### src/rtl/dac.sv
// dac: write-only SPI transmitter for an MCP4911-style 10-bit DAC.
//
// While start_transmit is high, frames are sent back to back. Each frame
// carries the dac_data value latched when the frame starts.
//
// Each frame is a 16-bit word {4'b0011, dac_data, 2'b00}. It is sent
// MSB first in SPI mode 0, and each sclk half-period lasts HALF_PERIOD
// clocks. Between frames, chip select stays high for CS_GAP clocks.
//
// Parameters:
//   HALF_PERIOD  clk cycles per dac_sclk half-period (>= 1)
//   CS_GAP       clk cycles dac_cs stays high between frames (>= 1)
//
// Ports:
//   clk             system clock
//   rst             synchronous reset, active-low
//   dac_data        10-bit sample, latched at frame start
//   start_transmit  level request; frames repeat while high
//   dac_mosi        serial data to the DAC (registered)
//   dac_cs          chip select, active-low (registered)
//   dac_sclk        serial clock, idles low (registered)
module dac #(
  parameter int HALF_PERIOD = 2,
  parameter int CS_GAP      = 4
) (
  input  logic       clk,
  input  logic       rst,
  input  logic [9:0] dac_data,
  input  logic       start_transmit,
  output logic       dac_mosi,
  output logic       dac_cs,
  output logic       dac_sclk
);

  localparam int CNT_MAX = (HALF_PERIOD > CS_GAP) ? HALF_PERIOD : CS_GAP;
  localparam int CNT_W   = $clog2(CNT_MAX + 1);

  localparam logic [CNT_W-1:0] HP_LAST  = CNT_W'(HALF_PERIOD - 1);
  // GAP is entered one edge after cs rises, and IDLE samples the request
  // one edge after GAP exits. GAP itself therefore lasts CS_GAP-1 cycles.
  localparam logic [CNT_W-1:0] GAP_LAST = CNT_W'((CS_GAP > 1) ? CS_GAP - 2 : 0);
  localparam logic [3:0]       CMD_BITS = 4'b0011;  // write, unbuffered, 1x, active

  typedef enum logic [1:0] {IDLE, SHIFT, HOLD, GAP} state_t;

  state_t           state, state_n;
  logic [CNT_W-1:0] cnt, cnt_n;
  logic [3:0]       bit_idx, bit_idx_n;
  logic [14:0]      shreg, shreg_n;   // bits still to be sent after dac_mosi
  logic             cs_n, sclk_n, mosi_n;
  logic [15:0]      frame_word_w;

  function automatic logic [15:0] frame_word(input logic [9:0] sample);
    return {CMD_BITS, sample, 2'b00};
  endfunction

  assign frame_word_w = frame_word(dac_data);

  always_comb begin
    state_n   = state;
    cnt_n     = cnt;
    bit_idx_n = bit_idx;
    shreg_n   = shreg;
    cs_n      = dac_cs;
    sclk_n    = dac_sclk;
    mosi_n    = dac_mosi;

    case (state)
      IDLE: begin
        cnt_n  = '0;
        cs_n   = 1'b1;
        sclk_n = 1'b0;
        mosi_n = 1'b0;
        if (start_transmit) begin
          shreg_n   = frame_word_w[14:0];
          mosi_n    = frame_word_w[15];
          bit_idx_n = 4'd15;
          cs_n      = 1'b0;
          state_n   = SHIFT;
        end
      end

      SHIFT: begin
        if (cnt == HP_LAST) begin
          cnt_n = '0;
          if (!dac_sclk) begin
            sclk_n = 1'b1;
          end else begin
            // Falling edge: present the next bit in the same cycle.
            sclk_n = 1'b0;
            if (bit_idx == 4'd0) begin
              state_n = HOLD;
            end else begin
              bit_idx_n = bit_idx - 4'd1;
              mosi_n    = shreg[14];
              shreg_n   = {shreg[13:0], 1'b0};
            end
          end
        end else begin
          cnt_n = cnt + 1'b1;
        end
      end

      HOLD: begin
        if (cnt == HP_LAST) begin
          cnt_n   = '0;
          cs_n    = 1'b1;
          mosi_n  = 1'b0;
          state_n = (CS_GAP > 1) ? GAP : IDLE;
        end else begin
          cnt_n = cnt + 1'b1;
        end
      end

      GAP: begin
        if (cnt == GAP_LAST) begin
          cnt_n   = '0;
          state_n = IDLE;
        end else begin
          cnt_n = cnt + 1'b1;
        end
      end

      default: state_n = IDLE;
    endcase
  end

  always_ff @(posedge clk) begin
    if (!rst) begin
      state    <= IDLE;
      cnt      <= '0;
      bit_idx  <= 4'd0;
      dac_cs   <= 1'b1;
      dac_sclk <= 1'b0;
      dac_mosi <= 1'b0;
    end else begin
      state    <= state_n;
      cnt      <= cnt_n;
      bit_idx  <= bit_idx_n;
      dac_cs   <= cs_n;
      dac_sclk <= sclk_n;
      dac_mosi <= mosi_n;
    end
  end

  // The shift data needs no reset; it is always reloaded at frame start.
  always_ff @(posedge clk) begin
    shreg <= shreg_n;
  end

endmodule

### config.mk
export PLATFORM = sky130hd
export DESIGN_NAME = dac
export DESIGN_NICKNAME = d
export VERILOG_FILES = /design/src/rtl/dac.sv
export SDC_FILE = /design/constraint.sdc
export NUM_CORES = 1
export LEC_CHECK = 0
export CAP_MARGIN = 20
export CELL_PAD_IN_SITES_DETAIL_PLACEMENT = 1
export CELL_PAD_IN_SITES_GLOBAL_PLACEMENT = 2
export CORE_ASPECT_RATIO = 0.6
export CORE_MARGIN = 2
export CORE_UTILIZATION = 38
export DETAILED_ROUTE_END_ITERATION = 10
export GPL_TIMING_DRIVEN = 0
export PLACE_DENSITY_LB_ADDON = 0.25
export SLEW_MARGIN = 15
export SYNTH_ARGS = -nofsm -noshare
export SYNTH_HDL_FRONTEND = slang
export SYNTH_SLANG_ARGS = --single-unit
### constraint.sdc
create_clock -name clk -period 7.2 [get_ports clk]
set_input_delay 1.44 -clock clk [delete_from_list [all_inputs] [get_ports clk]]
set_output_delay 1.44 -clock clk [all_outputs]
set_load 0.005 [all_outputs]
==> summary.md <==
| Metric | Value |
|---|---|
| Status | complete, no violations |
| CTS clk-pin slew, worst paths | 0.09 ns |
| Worst-skew pair later-pin latency | 0.26 ns |
| GPL Wtd Cong | ~0.77 |
| Async SR Flop Fraction | 0 |
| HPWL Detailed | 2020 um |
| Syn Inst Count | 114 |
| Worst R2R End | bit_idx[2] |
| Worst hold endpoint | dac_mosi |
| Period utilisation layout | 0.422 |
| Endpoints failing hold | 0 |
| Post-route setup TNS | 0 ns |
| Commonest non-fill, non-tap cell in the layout | clkdlybuf4s50_1 |
| Worst flop-to-flop path startpoint | state[1] |
| Dominant synthesized flop cell | edfxtp_1 |
| Seq/Total Area, Yosys | 0.501 |
| Worst R2R Setup Slack | 4.79 ns |
| Worst path cell trace | clkdlybuf4s50_1 > mux2i_1 > a2111oi_4 > buf_8 > a21oi_1 > a211oi_1 |
| Yosys top cell area share | 0.310 |
| Yosys reg bits | 25 |
| Die width | 78.3 um |
| Worst-margin pin slew | 0.767 ns |
| Initial Util | 0.393 |
| Critical setup path kind | input pin to flop |
| Synth Cell Area | 1260 sq um |
| Slew Limit Fails | 0 |
| Most frequent cells in the layout | clkdlybuf4s50_1, edfxtp_1, dfxtp_1 |
| PortBufs | 14 |
| Die Height | approximately 49 um |
| Sink Count | 25 |
| RSZ-0062 raised after global routing | false |
| WL final | 2610 um |
| Worst Path Buf+Inv | 2 |
| Cell variety after synth | 33 |
| Max-cap violations | 0 |
| Final Non-Filler Cells | 178 |
| Initial DRT Pass Iterations | 4 |
| GR Overflow Total | 0 |
| Syn_area_per_cell | 11.0 sq um |
| Final ANT Viol Nets | 0 |
| Fin crit period | 3.03 ns |
| Via density | 5.14 |
| First-pass GRT wire length | 4510 um |
| Crit Path Max Fanout | 12 |
| R2R cell count | 8 |
| Number of enable flip-flop cells after synthesis | 13 |
| Row count | 16 |
| Dominant cells by area after synthesis | edfxtp_1, dfxtp_1, mux2_2, ha_1, a21oi_1 |
| Peak VDD IR | 0.000139 V |
| Detailed-route via count | 915 |
| Antenna violations before repair | 0 |
| Power Dens Cells | 369 nW/um^2 |
| Layout cells sized above 1 | 0.120 |
| Worst Hold Depth | 2 |
| Post-cts sizing count | 0 |
| CP top delay family | compound AO/OA/AOI/OAI gates |
| Layout Nets | 154 |
| Worst Hold Launch | dac_mosi |
| # setup viols final | 0 |
| CTS tree | built |
| Layout area overhead | 20.5% |
| Largest net degree at the start of global routing | 15 |
| FMAX | 0.329 GHz |
| Worst hold path class | flop to flop |
| Startpoint Class | input pin |
| Vias in the first global route | 921 |
| Hold buffers post-CTS | 0 |
| Syn_nets | 134 |
| # H-tree levels | 1 |
| Worst Path Required | 7.38 ns |
| Rel. slew slack | 0.482 |
| CP Capture Type | flop |
| Post-CTS Setup Inserts | 0 |
| GRT met3 Usage | 0.0448 |
| Leakage power | 0.535 nW |
| Root Driver | clkbuf_8 |
| CP max stage cell | a2111oi_4 |
| # IOs | 16 |
| Die area | 3800 sq um |
| M2 GR Usage | 0.226 |
| All-Layer GR Usage | 0.152 |
| Diodes inserted | 0 |
| WL/cell | ~15 um |
| Leading area contributor after synthesis | edfxtp_1 |
| Setup Skew | 0.00176 ns |
| Critical Path Max Stage Delay | approximately 0.54 ns |
| Placed Cells | 174 |
| Yosys warnings | 0 |
| GR Util met1 | 0.222 |
| Busiest grt layer | met2 |
| CTS buffer count | 3 |
| CTS Buffer Depth | 2 |
| Final core utilization | 0.473 |
| DRC viols | 0 |
| Drt initial violations | 39 |
| Critical path arrival | 3.22 ns |
| Placeable Area | around 3200 sq um |
==> layout make-up <==
class,instances,area (sq um)
fill,371,1690
sequential,25,631
multi-input combinational,77,574
timing repair buffer,15,155
tap,45,56.3
clock buffer,3,41.3
buffer,5,26.3
inverter,7,26.3
clock inverter,1,5.00
==> per-stage QoR <==
stage          total power, W  area (sq um)  hold slack (ns)  worst slack, ns
2_1_floorplan        0.000404          1260            0.431             4.48
3_3_place_gp         0.000455          1450            0.444             3.64
3_5_place_dp         0.000483          1470            0.482             3.85
4_1_cts              0.000567          1520            0.500             4.15
5_1_grt              0.000606          1520            0.523             4.04
6_report             0.000560          1520            0.483             4.17
==> synthesized netlist by cell type, types with 3 or more instances <==
master    number
mux2_2         9
inv_1          7
a21oi_1        9
nand2_1        7
nor2b_1        3
o21ai_0        4
nand2b_1       4
mux2i_1        4
ha_1           7
nor2_1         6
clkbuf_1       4
nand3_1        3
edfxtp_1      13
dfxtp_1       12
==> routing by layer <==
metal | share of wire | routed length (um) | vias to the layer above
li1 | - | - | 448
met1 | 0.52 | 1350 | 447
met2 | 0.43 | 1130 | 16
met3 | 0.039 | 101 | 4
met4 | 0.010 | 27 | 0
met5 | 0 | 0 | -
==> worst max path at each step <==
stage	startpoint	endpoint	slack [ns]	cells past startpoint
floorplan	start_transmit	bit_idx[3]	4.48	4
global placement	start_transmit	bit_idx[3]	3.64	5
detailed placement	start_transmit	bit_idx[2]	3.85	6
CTS	start_transmit	bit_idx[2]	4.15	6
global route	start_transmit	bit_idx[2]	4.04	6
finish	start_transmit	bit_idx[2]	4.17	6
==> logic make-up after synthesis <==
| kind of cell | share of synthesized area |
|---|---|
| simple gates | 0.144 |
| flops | 0.501 |
| compound gates | 0.123 |
| mux | 0.112 |
| buf+inv | 0.0418 |
| fa+ha+maj | 0.0696 |
| xor+xnor | 0.00697 |
==> worst register-to-register path, stage by stage, from the launching register on <==
cell,delay (ns)
dfxtp_1,0.38
inv_1,0.11
ha_1,0.19
clkbuf_1,0.23
nor2b_1,0.28
a2111oi_4,0.61
buf_8,0.24
a21oi_1,0.08
a211oi_1,0.21
==> flip-flops by register name, indices dropped and copies added (netlist names) <==
signal    cells
state         2
dac_cs        1
dac_sclk      1
dac_mosi      1
shreg        13
cnt           3
bit_idx       4
==> report_power, final <==
group          leakage (nW)  internal, W   total, W  switching (W)
sequential            0.217     0.000213   0.000241      0.0000286
clock                0.0255    0.0000387  0.0000830      0.0000443
combinational         0.293     0.000107   0.000236       0.000129
No activity file was read; power rests on OpenSTA's default activity.
